===== config.mk =====
export PLATFORM = sky130hd
export DESIGN_NAME = johnson_seg_decoder
export DESIGN_NICKNAME = d
export VERILOG_FILES = /design/src/rtl/johnson_seg_decoder.sv
export SDC_FILE = /design/constraint.sdc
export NUM_CORES = 1
export LEC_CHECK = 0
export ABC_AREA = 1
export BUFFER_PORTS_ARGS = -buffer_cell sky130_fd_sc_hd__buf_2
export CAP_MARGIN = 10
export CORE_AREA = 10 10 81 97
export CTS_BUF_LIST = sky130_fd_sc_hd__clkbuf_8
export CTS_CLUSTER_SIZE = 8
export DETAILED_ROUTE_END_ITERATION = 8
export DIE_AREA = 0 0 91 107
export PLACE_DENSITY = 0.68
export SYNTH_ARGS = -nofsm -noshare
export SYNTH_HDL_FRONTEND = slang
export SYNTH_SLANG_ARGS = --single-unit

===== constraint.sdc =====
create_clock -name clk -period 4.8 [get_ports clk]
set_input_delay 0.72 -clock clk [delete_from_list [all_inputs] [get_ports clk]]
set_output_delay 0.72 -clock clk [all_outputs]
set_load 0.02 [all_outputs]

===== src/rtl/johnson_seg_decoder.sv =====
// Johnson-coded segment receiver: synchronizes a twisted-ring code, recovers its phase and tracks
// step direction, errors, lock and a signed step count. Define GLITCH_FILTER_EN to require a stable code.
module johnson_seg_decoder #(
    parameter int unsigned WIDTH       = 6,
    parameter int unsigned SYNC_STAGES = 2,
    parameter int unsigned LOCK_COUNT  = 4,
    parameter int unsigned CNT_W       = 8,
    localparam int unsigned PW         = $clog2(2 * WIDTH)
) (
    input  logic             clk,
    input  logic             rst_n,
    input  logic             ena,
    input  logic [WIDTH-1:0] seg_in,
    input  logic             clr_count,
    output logic [PW-1:0]    phase,
    output logic             phase_valid,
    output logic             step_fwd,
    output logic             step_rev,
    output logic             code_err,
    output logic             locked,
    output logic [CNT_W-1:0] step_count
);

    localparam int unsigned NPH = 2 * WIDTH;

    typedef enum logic [1:0] {StIdle, StTrack, StLock} state_t;

    state_t           state_q;
    logic [3:0]       lcnt_q;
    logic             dir_q;
    logic [WIDTH-1:0] last_q;
    logic             primed_q;
    logic [WIDTH-1:0] sync_q [SYNC_STAGES];

    logic [WIDTH-1:0] s;
    logic [WIDTH-1:0] s_inv;
    logic             stable;
    logic             evt;
    logic             dec_valid;
    logic [PW-1:0]    dec_phase;
    logic             is_fwd;
    logic             is_rev;
    logic             fwd_ev;
    logic             rev_ev;
    logic [3:0]       run_next;

    always_ff @(posedge clk or negedge rst_n) begin
        if (!rst_n) begin
            for (int i = 0; i < SYNC_STAGES; i++) sync_q[i] <= '0;
        end else begin
            sync_q[0] <= seg_in;
            for (int i = 1; i < SYNC_STAGES; i++) sync_q[i] <= sync_q[i-1];
        end
    end

    assign s = sync_q[SYNC_STAGES-1];

`ifdef GLITCH_FILTER_EN
    logic [WIDTH-1:0] s_prev_q;

    always_ff @(posedge clk or negedge rst_n) begin
        if (!rst_n) s_prev_q <= '0;
        else        s_prev_q <= s;
    end

    assign stable = (s == s_prev_q);
`else
    assign stable = 1'b1;
`endif

    function automatic logic [PW-1:0] inc_ph(input logic [PW-1:0] p);
        return (32'(p) == NPH - 1) ? '0 : p + 1'b1;
    endfunction

    // Upper half of the ring is the complement of a low-ones run.
    always_comb begin
        s_inv = ~s;
        if (s[WIDTH-1]) begin
            dec_valid = ((s_inv & (s_inv + 1'b1)) == '0);
            dec_phase = PW'(NPH - $countones(s));
        end else begin
            dec_valid = ((s & (s + 1'b1)) == '0);
            dec_phase = PW'($countones(s));
        end
    end

    assign evt      = ena && stable && (!primed_q || (s != last_q));
    assign is_fwd   = (dec_phase == inc_ph(phase));
    assign is_rev   = (phase == inc_ph(dec_phase));
    assign fwd_ev   = evt && dec_valid && (state_q != StIdle) && is_fwd;
    assign rev_ev   = evt && dec_valid && (state_q != StIdle) && !is_fwd && is_rev;
    assign run_next = (is_fwd == dir_q) ? lcnt_q + 4'd1 : 4'd1;

    always_ff @(posedge clk or negedge rst_n) begin
        if (!rst_n) begin
            state_q     <= StIdle;
            lcnt_q      <= '0;
            dir_q       <= 1'b0;
            last_q      <= '0;
            primed_q    <= 1'b0;
            phase       <= '0;
            phase_valid <= 1'b0;
            step_fwd    <= 1'b0;
            step_rev    <= 1'b0;
            code_err    <= 1'b0;
            locked      <= 1'b0;
        end else begin
            step_fwd <= fwd_ev;
            step_rev <= rev_ev;
            code_err <= 1'b0;
            if (evt) begin
                last_q   <= s;
                primed_q <= 1'b1;
                if (!dec_valid) begin
                    code_err    <= 1'b1;
                    phase_valid <= 1'b0;
                    lcnt_q      <= '0;
                    locked      <= 1'b0;
                    state_q     <= StIdle;
                end else if (state_q == StIdle) begin
                    phase       <= dec_phase;
                    phase_valid <= 1'b1;
                    lcnt_q      <= '0;
                    state_q     <= StTrack;
                end else if (fwd_ev || rev_ev) begin
                    phase <= dec_phase;
                    dir_q <= is_fwd;
                    if (state_q == StLock) begin
                        if (is_fwd != dir_q) begin
                            lcnt_q  <= 4'd1;
                            locked  <= 1'b0;
                            state_q <= StTrack;
                        end
                    end else begin
                        lcnt_q <= run_next;
                        if (32'(run_next) >= LOCK_COUNT) begin
                            locked  <= 1'b1;
                            state_q <= StLock;
                        end
                    end
                end else begin
                    // Valid code more than one phase away: resynchronize on it.
                    code_err <= 1'b1;
                    phase    <= dec_phase;
                    lcnt_q   <= '0;
                    locked   <= 1'b0;
                    state_q  <= StTrack;
                end
            end
        end
    end

    always_ff @(posedge clk or negedge rst_n) begin
        if (!rst_n)         step_count <= '0;
        else if (clr_count) step_count <= '0;
        else if (fwd_ev)    step_count <= step_count + 1'b1;
        else if (rev_ev)    step_count <= step_count - 1'b1;
    end

endmodule

# Yosys cells after proc, flatten, opt, wreduce, memory -nomap -nowiden
# Index checks and enable logic that the tools add are counted.
[totals]
output_inout_bits = 17
reg_bits = 43
[op_classes]
n_bitwise = 4
n_reduce_logical = 21
order_cmp = 1
muxes = 31
addsub = 13
n_eq_ne = 14
[ops]
columns = ["op", "n"]
rows = [
  ["$mux W4", 9],
  ["$mux W8", 3],
  ["$mux W1", 13],
  ["$add A4 B1 Y4 const B", 3],
  ["$add A6 B1 Y6 const B", 2],
  ["$and A6 B6 Y6", 2],
  ["$logic_not A6 Y1", 2],
  ["$mux W2", 6],
  ["$add A8 B1 Y8 const B", 1],
  ["$eq A4 B4 Y1", 2],
  ["$eq A4 B4 Y1 const B", 2],
  ["$reduce_and A4 Y1", 2],
  ["$sub A8 B1 Y8 const B", 1],
  ["$add A1 B1 Y2", 3],
  ["$logic_and A1 B1 Y1", 6],
  ["$ne A6 B6 Y1", 1],
  ["$not A6 Y6", 1],
  ["$reduce_and A2 Y1", 3],
  ["$ne A5 B3 Y1 const B", 1],
  ["$ne A5 B4 Y1 const B", 1],
  ["$add A3 B2 Y4", 1],
  ["$ge A4 B3 Y1 const B", 1],
  ["$ne A4 B2 Y1 const B", 1],
  ["$ne A4 B3 Y1 const B", 1],
  ["other kinds (14)", 16],
]

# Depth between registers and ports, before layout
# Gate-level depths: netlist (run 1).
[logic_depth]
ltp_word = 14
ltp_mapped = 26
depth_no_buf = 26

# Worst setup path after synthesis (run 1)
# No wires, ideal clock.
[synth_path]
path_type = "reg-to-reg"
startpoint = "register sync_q (netlist bit s[0])"
endpoint = "register step_count[6]"
t_required_ns = 4.678
slack_ns = 0.460
path_stages_with_launch = 24
n_path_buf = 0
period_less_slack_ns = 4.340
arrival_time_ns = 4.217
cell_sequence = "dfrtp_1 > fa_1 > inv_1 > fa_1 > inv_1 > ha_1 > inv_1 > fa_1 > nand3_2 > nand2_1 > nand2_1 > nand2_1 > nand3_1 > nor2_4 > nand2_4 > ha_1 > nand2_1 > nor2_1 > a211oi_1 > nor2_1 > o21ai_0 > nand2_1 > xnor2_1 > o21ai_1"
[synth_between]
elab_chain_cells = 10
word_cells_on_any_way = 30
cone_classes = "add/sub (7); eq/ne (4); mux (5); bitwise (3); reduce/logical (11)"
[synth_lines]
columns = ["item", "line_no", "text"]
rows = [
  ["start: declaration", "33", "logic [WIDTH-1:0] sync_q [SYNC_STAGES];"],
  ["$add A1 B1 Y2 (implied by the code) / $not A6 Y6 (equally long branches)", "80, 83, 77", ""],
  ["$add A2 B2 Y3 (implied by the code) / $add A6 B1 Y6 (equally long branches)", "80, 83, 79", ""],
  ["$add A3 B2 Y4 (implied by the code) / $and A6 B6 Y6 (equally long branches)", "80, 83, 79", ""],
  ["$sub A4 B4 Y4 / $logic_not A6 Y1 (equally long branches)", "80, 79", ""],
  ["$mux W4 / $mux W1 (equally long branches)", "78", "if (s[WIDTH-1]) begin"],
  ["$add A4 B1 Y4 (tied with other cells)", "72", "return (32'(p) == NPH - 1) ? '0 : p + 1'b1;"],
  ["$mux W4 (tied with other cells)", "72", ""],
  ["$eq A4 B4 Y1 (tied with other cells)", "89", "assign is_rev = (phase == inc_ph(dec_phase));"],
  ["$logic_and A1 B1 Y1 / $mux W8 (equally long branches)", "91, 156", ""],
  ["$reduce_bool A3 Y1 (no line) / $mux W8 (equally long branches)", "--", ""],
  ["end signal: assignment", "156", "else if (fwd_ev) step_count <= step_count + 1'b1;"],
  ["end signal: assignment", "157", "else if (rev_ev) step_count <= step_count - 1'b1;"],
  ["end: declaration", "21", "output logic [CNT_W-1:0] step_count"],
]
# Several ways; a longest one is shown, not always the timed one.
# A chain may end at the register's enable or synchronous reset.

# Worst setup path in the final report (run 1)
[layout_path]
startpoint = "register sync_q (netlist bit s[0])"
endpoint = "register step_count[7]"
# Same word-level chain as after synthesis.

==> flow_summary.ini, run 1 <==
[setup_path]
timing.critical_path.slowest_cell_delay_ns = 0.64
critPathBufInv = 6
timing.critical_path.mode_cell = sky130_fd_sc_hd__inv_1
cp_cell_sequence = fa_1 > inv_1 > fa_1 > inv_1 > ha_1 > inv_1 > fa_2 > nand4_2 > nand2_1 > nor2_1 > inv_1 > nand3_1 > nor2_4 > nand2_8 > buf_4 > ha_1 > a21oi_1 > o21ai_0 > a31oi_1 > o21ai_1 > inv_1 > a21oi_1
crit_arrival_ns = 4.62
worstSetupPathType = reg -> reg
crit_required_ns = 4.99
cp-end-kind = flop
path_max_fanout = 8
critPathSlowestCell = sky130_fd_sc_hd__fa_2
start_kind = flop
crit_family = adder cells

[placed_design]
dp_cells = 435
gp_congestion = 0.890
place.detailed.hpwl_um = 4050
place.port_buffers = 26

[grt]
grt_remaining_overflow = 0
grt_max_degree = 44
antenna_found_initial = 0
first_global_vias = 2098
grt_pass1_wl_um = 9620
gr-usage-all-layers_pct = 11.7

[clock_network]
hold_buf_cts = 0
tritoncts.num_buffers = 5
worst_setup_hold_path_clk_slew_ns = 0.09
clk-insertion-delay-late_ns = 0.30
cts_sinks = 43
clock-root-buffer = sky130_fd_sc_hd__clkbuf_8
max_h_tree_level = 2
cts_tree = built
cts_buffer_depth = 2

[timing]
setup_viol_count_final = 0
period_utilization_pct = 92.3
drv_slew = 0
achievable_clock_frequency_ghz = 0.226
final.setup_skew_ns = 0.00754
min_period_ns = 4.43
max-slew-margin-rel_pct = 38.2
timing_worst_slew_pin_value_ns = 0.926
worst_hold_slack_ns = 0.355
setup-tns-final_ns = 0
grt_setup_unrepaired = no
finalHoldViolations = 0

[die]
design.core.area_mm2 = 0.00597
floorplan.rows = 31
die-height_um = 107
die_width_um = 91
initial_utilization_pct = 43.4
boundaryPins = 27
die_area_mm2 = 0.00974

[routing]
drcViolationCount = 0
post_drt_wl_per_cell_um = 12.2
route.final.wire_length_um = 5460
via_count = 2189
routed_via_density = 4.88
total_iterations_of_the_first_detailed_routing_run = 4
drtIter0Drc = 124
ant_nets = 0

[synth]
synthesis.nets = 355
synth.yosys.warnings = 0
syn_area_mm2 = 0.00259
synth.top_cell.area_share_pct = 41.5
synth.yosys.seq_area_share_pct = 41.5
synth.avg_cell_area_um2 = 7.94
ys_types = 31
synth.ff_latch_count = 43
netlist_instances = 327
synth_top_cell_by_area = sky130_fd_sc_hd__dfrtp_1
synthTopCellsByArea = sky130_fd_sc_hd__dfrtp_1 41%, sky130_fd_sc_hd__nand2_1 12%, sky130_fd_sc_hd__nand3_1 7.5%, sky130_fd_sc_hd__ha_1 6.8%, sky130_fd_sc_hd__inv_1 6.1%

[power]
power-per-cell-area_mw_per_mm2 = 380
p_leak_uw = 0.00168
internal_power_consumption_uw = 745
vdd_ir_drop_max_v = 0.000210
p_clk_share_pct = 29.7
power_switching_share_pct = 36.2
share_seq_of_total_power_pct = 36.3
switchingPower_uw = 422
combinationalPowerShare_pct = 33.9

[final_layout]
mostFrequentLayoutCell = sky130_fd_sc_hd__nand2_1
filler_cell_count = 584
layout.nets = 394
post_route_cells_drive_above_1_share_pct = 19.1
layoutNonFillerInstCount = 449
areaGrowthSynthToFinish_pct = 18.4
final_cell_mix = 85 x sky130_fd_sc_hd__nand2_1, 41 x sky130_fd_sc_hd__inv_1, 41 x sky130_fd_sc_hd__dfrtp_1
antenna-diode-count = 0

[min_path]
min-delay-path-class = reg -> reg

[outcome]
status = finished clean

[job]
cap_viol_max_count = 0
power by group through the flow:
stage	registers, µW	clock network [µW]	logic [µW]
floorplan	445	0	264
global placement	431	0	369
detailed placement	432	0	370
CTS	425	357	373
global route	431	371	452
finish	424	347	396
cells by family after synthesis:
family          after synthesis  share of synthesized area, %
simple gates                166                          29.7
buf+inv                      49                          7.23
flops                        43                          41.5
compound gates               40                          8.10
fa+ha+maj                    18                          9.84
xor+xnor                     11                          3.71
final cells by class:
| class | instances | area, µm² | area share [%] |
|---|---|---|---|
| inverters | 47 | 176 | 5.74 |
| clock buffers | 5 | 68.8 | 2.24 |
| clock inverters | 3 | 71.3 | 2.32 |
| flip-flops and latches | 43 | 1080 | 35.1 |
| multi-input cells | 235 | 1390 | 45.1 |
| well taps | 82 | 103 | 3.34 |
| repair buffers | 34 | 190 | 6.19 |
flip-flops by register name, summed over array words and instances, names as in the netlist:
signal	count
code_err	1
dir_q	1
last_q	6
lcnt_q	4
locked	1
phase	4
phase_valid	1
primed_q	1
s	6
state_q	2
step_count	8
step_fwd	1
step_rev	1
sync_q	6
per-layer routing:
layer	vias up	track usage (%)	wire (µm)
met3	10	2.86	226
met1	1019	14.5	2490
li1	1123	-	-
met5	-	0	0
met2	37	19.2	2650
met4	0	4.93	100
worst paths after layout:
kind	from	to	slack, ns	cells past startpoint
max in group asynchronous	rst_n	s[0]$_DFF_PN0_	3.62	1
min reg2reg	sync_q[8]$_DFF_PN0_	s[2]$_DFF_PN0_	0.35	0
min	sync_q[8]$_DFF_PN0_	s[2]$_DFF_PN0_	0.35	0
max reg2reg	s[0]$_DFF_PN0_	step_count[7]$_DFFE_PN0P_	0.37	22
min in group asynchronous	rst_n	last_q[3]$_DFFE_PN0P_	0.55	1
max	s[0]$_DFF_PN0_	step_count[7]$_DFFE_PN0P_	0.37	22
Yosys cell counts:
library cell,instances
sky130_fd_sc_hd__nand3_2,1
sky130_fd_sc_hd__buf_4,1
sky130_fd_sc_hd__xnor2_1,5
sky130_fd_sc_hd__xor2_1,6
sky130_fd_sc_hd__a31oi_1,1
sky130_fd_sc_hd__nand2_2,4
sky130_fd_sc_hd__nand2_4,3
sky130_fd_sc_hd__a211oi_1,1
sky130_fd_sc_hd__nor2_1,21
sky130_fd_sc_hd__clkbuf_1,1
sky130_fd_sc_hd__inv_2,4
sky130_fd_sc_hd__inv_1,42
sky130_fd_sc_hd__nor4_1,1
sky130_fd_sc_hd__nor2_4,1
sky130_fd_sc_hd__o211ai_1,1
sky130_fd_sc_hd__ha_1,14
sky130_fd_sc_hd__o31ai_1,1
sky130_fd_sc_hd__nand4_2,1
sky130_fd_sc_hd__nand2_1,86
sky130_fd_sc_hd__nand2_8,1
sky130_fd_sc_hd__o22ai_1,1
sky130_fd_sc_hd__o21ai_0,19
sky130_fd_sc_hd__clkinv_1,1
sky130_fd_sc_hd__a21oi_1,11
sky130_fd_sc_hd__fa_1,4
sky130_fd_sc_hd__nor2_2,3
sky130_fd_sc_hd__nor3_2,1
sky130_fd_sc_hd__nand3_1,39
sky130_fd_sc_hd__o21ai_1,5
sky130_fd_sc_hd__dfrtp_1,43
sky130_fd_sc_hd__nand4_1,4
metrics by stage:
| step | utilization, % | area (µm²) | power, µW | setup WS [ns] |
|---|---|---|---|---|
| 6_report | 51.4 | 3070 | 1170 | 0.371 |
| 5_1_grt | 51.4 | 3070 | 1250 | 0.0131 |
| 4_1_cts | 49.7 | 2970 | 1150 | 0.101 |
| 3_5_place_dp | 47.4 | 2830 | 802 | 0.112 |
| 3_3_place_gp | 47.4 | 2830 | 800 | 0.270 |
| 2_1_floorplan | - | 2590 | 709 | 0.460 |
repair_timing:
item	CTS	global route
setup buffers	0	6
resized for setup	0	13
setup endpoints to repair	0	3
Power figures use the tool's default switching activity.
==> inputs of run 2 (changes only) <==
CTS_CLUSTER_SIZE = 12   (was 8)
SETUP_SLACK_MARGIN = 0.4   (was unset)
==> run 2 against run 1 <==
Maximum frequency up 3.3%; cell count up 2.4%; final area up 4.2%; die area unchanged; worst setup slack better by 0.14 ns; count of clock-buffer cells in the layout unchanged; sequential share of layout area down 1.4 points; non-clock buffer count up 11; first-iteration DRC count down 31%; critical path depth up 1; clock skew down 0.0012 ns; combinational power up 7.8%.
==> flow_summary.ini, run 2 (same netlist as run 1, synthesis figures left out) <==
[outcome]
status = finished clean

[setup_path]
crit_arrival_ns = 4.48
worstSetupPathType = reg -> reg
cp-end-kind = flop
cp_cell_sequence = fa_1 > inv_1 > fa_1 > inv_1 > ha_1 > inv_1 > fa_2 > nand3_4 > nand2_1 > nand2_2 > nor2_1 > inv_1 > nand3_2 > nor2_4 > nand2_8 > buf_6 > ha_1 > a21oi_1 > o21ai_0 > a31oi_1 > o21ai_1 > inv_1 > a21oi_1
crit_family = adder cells
timing.critical_path.mode_cell = sky130_fd_sc_hd__inv_1
crit_required_ns = 4.99
critPathBufInv = 6
start_kind = flop
timing.critical_path.slowest_cell_delay_ns = 0.53
startpoint = s[0]$_DFF_PN0_
path_max_fanout = 8
worstSetupPathDepth = 23
critPathSlowestCell = sky130_fd_sc_hd__fa_1
r2r_start = s[0]$_DFF_PN0_
worst_r2r_path_depth = 23

[routing]
route.final.wire_length_um = 5720
via_count = 2253
post_drt_wl_per_cell_um = 12.4
total_iterations_of_the_first_detailed_routing_run = 4
ant_nets = 0
drcViolationCount = 0
drtIter0Drc = 85
routed_via_density = 4.90

[final_layout]
final_cell_mix = 82 x sky130_fd_sc_hd__nand2_1, 41 x sky130_fd_sc_hd__dfrtp_1, 40 x sky130_fd_sc_hd__inv_1
layout.core_utilization_pct = 53.6
layout.nets = 405
layoutNonFillerInstCount = 460
post_route_cells_drive_above_1_share_pct = 23.3
top_register = step_count
mostFrequentLayoutCell = sky130_fd_sc_hd__nand2_1
largest_register_ffs = 8
antenna-diode-count = 0
areaGrowthSynthToFinish_pct = 23.3

[timing]
finalHoldViolations = 0
min_period_ns = 4.29
timing_worst_slew_pin_value_ns = 0.936
max-slew-margin-rel_pct = 37.6
period_utilization_pct = 89.3
final.setup.worst_slack_ns = 0.512
final.setup_skew_ns = 0.00630
setup-tns-final_ns = 0
achievable_clock_frequency_ghz = 0.233
drv_slew = 0
grt_setup_unrepaired = yes
setup_viol_count_final = 0

[job]
cap_viol_max_count = 0

[grt]
antenna_found_initial = 0
gr-usage-all-layers_pct = 12.0
grt_max_degree = 44
grt_remaining_overflow = 0
first_global_vias = 2159
grt_pass1_wl_um = 9900

[power]
vdd_ir_drop_max_v = 0.000211
p_clk_share_pct = 28.9
internal_power_consumption_uw = 759
share_seq_of_total_power_pct = 35.4
switchingPower_uw = 437
fin_total_pwr_uw = 1200
combinationalPowerShare_pct = 35.7
power_switching_share_pct = 36.5
p_leak_uw = 0.00176
power-per-cell-area_mw_per_mm2 = 374

[clock_network]
max_h_tree_level = 2
tritoncts.num_buffers = 5
cts_sinks = 43
clk-insertion-delay-late_ns = 0.30
hold_buf_cts = 0
clock-root-buffer = sky130_fd_sc_hd__clkbuf_8
cts_buffer_depth = 2
cts_tree = built
worst_setup_hold_path_clk_slew_ns = 0.09

[placed_design]
dp_cells = 435
place.detailed.hpwl_um = 4050
place_ws_ns = 0.112
gp_congestion = 0.890
place.port_buffers = 26

[die]
floorplan.rows = 31
initial_utilization_pct = 43.4
die-height_um = 107
boundaryPins = 27
design.core.area_mm2 = 0.00597
die_width_um = 91
die_area_mm2 = 0.00974

[min_path]
worst_hold_startpoint = sync_q[8]$_DFF_PN0_
min-delay-path-class = reg -> reg
min_delay_path_depth = 0
-- run 2: cell types whose count changed in the layout (fill, tap and decap cells not counted), sizes merged --
cell | previous run | this run
buf | 34 | 44
dlymetal6s2s | 0 | 1
-- run 2: metal layers --
metal	wire, µm	up-vias	global-route usage, %
li1	-	1147	-
met1	2570	1050	14.6
met2	2810	44	20.0
met3	224	12	2.86
met4	118	0	4.93
met5	0	-	0
-- run 2: timing repair --
item                       4_1_cts  5_1_grt
buffers inserted                 8        9
setup endpoints to repair        4       16
gates resized for setup         13       11
pin swaps                        6       17
-- run 2: final timing paths --
kind	to	slack (ns)
worst min register to register	s[2]$_DFF_PN0_	0.35
min in group asynchronous	sync_q[8]$_DFF_PN0_	0.56
worst max register to register	step_count[7]$_DFFE_PN0P_	0.51
max in group asynchronous	s[0]$_DFF_PN0_	3.61
worst max-delay path	step_count[7]$_DFFE_PN0P_	0.51
worst min-delay path	s[2]$_DFF_PN0_	0.35
-- run 2: layout make-up --
class	instances	area, µm²
clock buffers	5	68.8
clock inverters	3	71.3
fillers	568	2770
inverters	47	179
multi-input cells	235	1420
flip-flops and latches	43	1080
well taps	82	103
repair buffers	45	282
-- run 2: stage by stage --
| step | hold WS, ns | instance area [µm²] |
|---|---|---|
| CTS | 0.356 | 3100 |
| detailed placement | 0.335 | 2830 |
| global placement | 0.332 | 2830 |
| floorplan | 0.331 | 2590 |
| finish | 0.355 | 3200 |
| global route | 0.363 | 3200 |
-- run 2: power by group through the flow --
stage	Combinational (µW)	Sequential (µW)	Clock, µW
after floorplan	264	445	0
after global placement	369	431	0
after detailed placement	370	432	0
after CTS	396	424	357
after global routing	479	430	371
final	427	423	346
==> inputs of run 3 (changes only) <==
--- a/config.mk
+++ b/config.mk
@@ -15,3 +15,3 @@
 export DIE_AREA = 0 0 91 107
-export PLACE_DENSITY = 0.68
+export PLACE_DENSITY = 0.7
 export SETUP_SLACK_MARGIN = 0.4
==> constraint.sdc (replaced) <==
create_clock -name clk -period 3.45 [get_ports clk]
set_input_delay 0.345 -clock clk [delete_from_list [all_inputs] [get_ports clk]]
set_output_delay 0.345 -clock clk [all_outputs]
set_load 0.02 [all_outputs]
==> run 3 against run 2 <==
The flow now finishes with violations (negative setup slack); core utilization is 5.7 points higher; maximum frequency rose by 1.1%; worst hold slack worse by 0.21 ns; combinational power is 89% higher; worst setup slack worse by 1.3 ns; flip-flop and latch count stayed put; sequential power up 40%; non-clock buffer count increased by 29; critical path depth unchanged; count of clock-buffer cells in the layout unchanged; die area unchanged; critical path type unchanged; critical endpoint is now step_count[6]$_DFFE_PN0P_; largest power group unchanged; highest routed layer unchanged.
==> flow_summary.ini, run 3 (same netlist as run 1, synthesis figures left out) <==
[setup_path]
path_max_fanout = 7
worst_r2r_path_depth = 23
crit_required_ns = 3.64
cp-end-kind = flop
crit_arrival_ns = 4.43
start_kind = flop
worstSetupPathType = reg -> reg
worst_reg_to_reg_setup_slack_ns = -0.79

[clock_network]
worst_setup_hold_path_clk_slew_ns = 0.09
cts_sinks = 43
clk-insertion-delay-late_ns = 0.31
tritoncts.num_buffers = 5
max_h_tree_level = 2
clock-root-buffer = sky130_fd_sc_hd__clkbuf_8
hold_buf_cts = 0
cts_tree = built
cts_buffer_depth = 2

[timing]
period_utilization_pct = 123
drv_slew = 0
final.setup_skew_ns = 0.0155
finalHoldViolations = 0
min_period_ns = 4.24
final.setup.worst_slack_ns = -0.792
setup_viol_count_final = 19
timing_worst_slew_pin_value_ns = 0.936
max-slew-margin-rel_pct = 37.6
grt_setup_unrepaired = yes
achievable_clock_frequency_ghz = 0.236

[placed_design]
place_ws_ns = -0.775
place.port_buffers = 26
dp_cells = 467
place_area_mm2 = 0.00316
place.detailed.hpwl_um = 4380
gp_congestion = 0.928

[final_layout]
layoutNonFillerInstCount = 489
antenna-diode-count = 0
areaGrowthSynthToFinish_pct = 36.4
area_of_combinational_cells_with_multiple_inputs_mm2 = 0.00155
layout.nets = 434
post_route_cells_drive_above_1_share_pct = 34.2
top_register = step_count
design_area_mm2 = 0.00354
largest_register_ffs = 8
area.sequential_mm2 = 0.00108
final_cell_mix = 76 x sky130_fd_sc_hd__nand2_1, 44 x sky130_fd_sc_hd__buf_4, 42 x sky130_fd_sc_hd__dfrtp_1
mostFrequentLayoutCell = sky130_fd_sc_hd__nand2_1
layout.core_utilization_pct = 59.2
filler_cell_count = 526

[die]
floorplan.rows = 31
design.core.area_mm2 = 0.00597
die_area_mm2 = 0.00974
die-height_um = 107
boundaryPins = 27
initial_utilization_pct = 43.4
die_width_um = 91

[grt]
grt_max_degree = 44
grt_remaining_overflow = 0
gr-usage-all-layers_pct = 12.7
first_global_vias = 2362
antenna_found_initial = 0
grt_pass1_wl_um = 10400

[routing]
ant_nets = 0
post_drt_wl_per_cell_um = 12.7
via_count = 2390
total_iterations_of_the_first_detailed_routing_run = 4
route.final.wire_length_um = 6210
drtIter0Drc = 131
routed_via_density = 4.89
drcViolationCount = 0

[power]
vdd_ir_drop_max_v = 0.000263
fin_total_pwr_uw = 1810
power-per-cell-area_mw_per_mm2 = 511
p_leak_uw = 0.00191

[outcome]
violated_checks = negative setup slack
status = complete, but fails checks

[min_path]
min_delay_path_depth = 1
min-delay-path-class = in -> reg

[job]
cap_viol_max_count = 0
-- run 3: changes by cell type in the layout (fill, tap and decap cells not counted), sizes merged --
cell          before  now
buf               44   74
bufinv             2    1
clkinvlp           0    1
dlymetal6s2s       1    0
-- run 3: final timing paths --
kind                                          start                   endpoint
worst min-delay path                      seg_in[0]        sync_q[6]$_DFF_PN0_
worst max register to register       s[0]$_DFF_PN0_  step_count[6]$_DFFE_PN0P_
max in group asynchronous                     rst_n             s[0]$_DFF_PN0_
worst max-delay path                 s[0]$_DFF_PN0_  step_count[6]$_DFFE_PN0P_
min in group asynchronous                     rst_n      last_q[2]$_DFFE_PN0P_
worst min register to register  sync_q[6]$_DFF_PN0_             s[0]$_DFF_PN0_
-- run 3: timing repair --
| action | CTS | global route |
|---|---|---|
| resized for setup | 23 | 24 |
| endpoints found under the hold margin | 0 | 0 |
| buffers inserted | 10 | 4 |
| pin swaps | 10 | 10 |
| setup endpoints to repair | 19 | 22 |
-- run 3: per-layer routing --
metal	vias up	part of all wire, %	GRT usage, %
met4	0	1.5	5.04
met5	-	0	0
li1	1209	-	-
met1	1122	45	15.0
met2	50	49	21.8
met3	9	4.5	3.21
-- run 3: cell type report --
cell class / count / area share (%)
clock buffers: 5 / 1.94
clock inverters: 3 / 1.31
inverters: 47 / 5.13
multi-input cells: 235 / 43.7
flip-flops and latches: 43 / 30.4
well taps: 82 / 2.90
repair buffers: 74 / 14.5
-- run 3: stage by stage --
stage          setup TNS (ns)  hold WS (ns)
2_1_floorplan           -6.60        0.0494
3_3_place_gp            -8.97         0.332
3_5_place_dp            -9.76         0.335
4_1_cts                -12.59         0.134
5_1_grt                -15.72         0.130
6_report               -11.64         0.140
-- run 3: where the power goes --
| group | switching [µW] | internal (µW) | leakage, µW |
|---|---|---|---|
| registers | 48.5 | 544 | 0.000542 |
| logic | 453 | 354 | 0.00131 |
| clock network | 191 | 218 | 0.0000548 |
| total | 693 | 1120 | 0.00191 |
-- run 3: worst max-delay path: stages, from the launching register on --
cell and delay (ns):
sky130_fd_sc_hd__dfrtp_2 0.42, sky130_fd_sc_hd__fa_1 0.53, sky130_fd_sc_hd__inv_1 0.05, sky130_fd_sc_hd__fa_1 0.43
sky130_fd_sc_hd__inv_1 0.07, sky130_fd_sc_hd__ha_2 0.16, sky130_fd_sc_hd__inv_2 0.03, sky130_fd_sc_hd__fa_2 0.63
sky130_fd_sc_hd__nand3_4 0.14, sky130_fd_sc_hd__nand2_2 0.10, sky130_fd_sc_hd__nand2_4 0.07, sky130_fd_sc_hd__nand2_2 0.10
sky130_fd_sc_hd__nand3_2 0.12, sky130_fd_sc_hd__nor2_4 0.13, sky130_fd_sc_hd__nand2_4 0.11, sky130_fd_sc_hd__ha_4 0.26
sky130_fd_sc_hd__nand2_4 0.07, sky130_fd_sc_hd__nor2_4 0.03, sky130_fd_sc_hd__a211oi_2 0.18, sky130_fd_sc_hd__nor2_1 0.07
sky130_fd_sc_hd__o21ai_1 0.11, sky130_fd_sc_hd__nand2_1 0.08, sky130_fd_sc_hd__xnor2_1 0.16, sky130_fd_sc_hd__o21ai_1 0.07
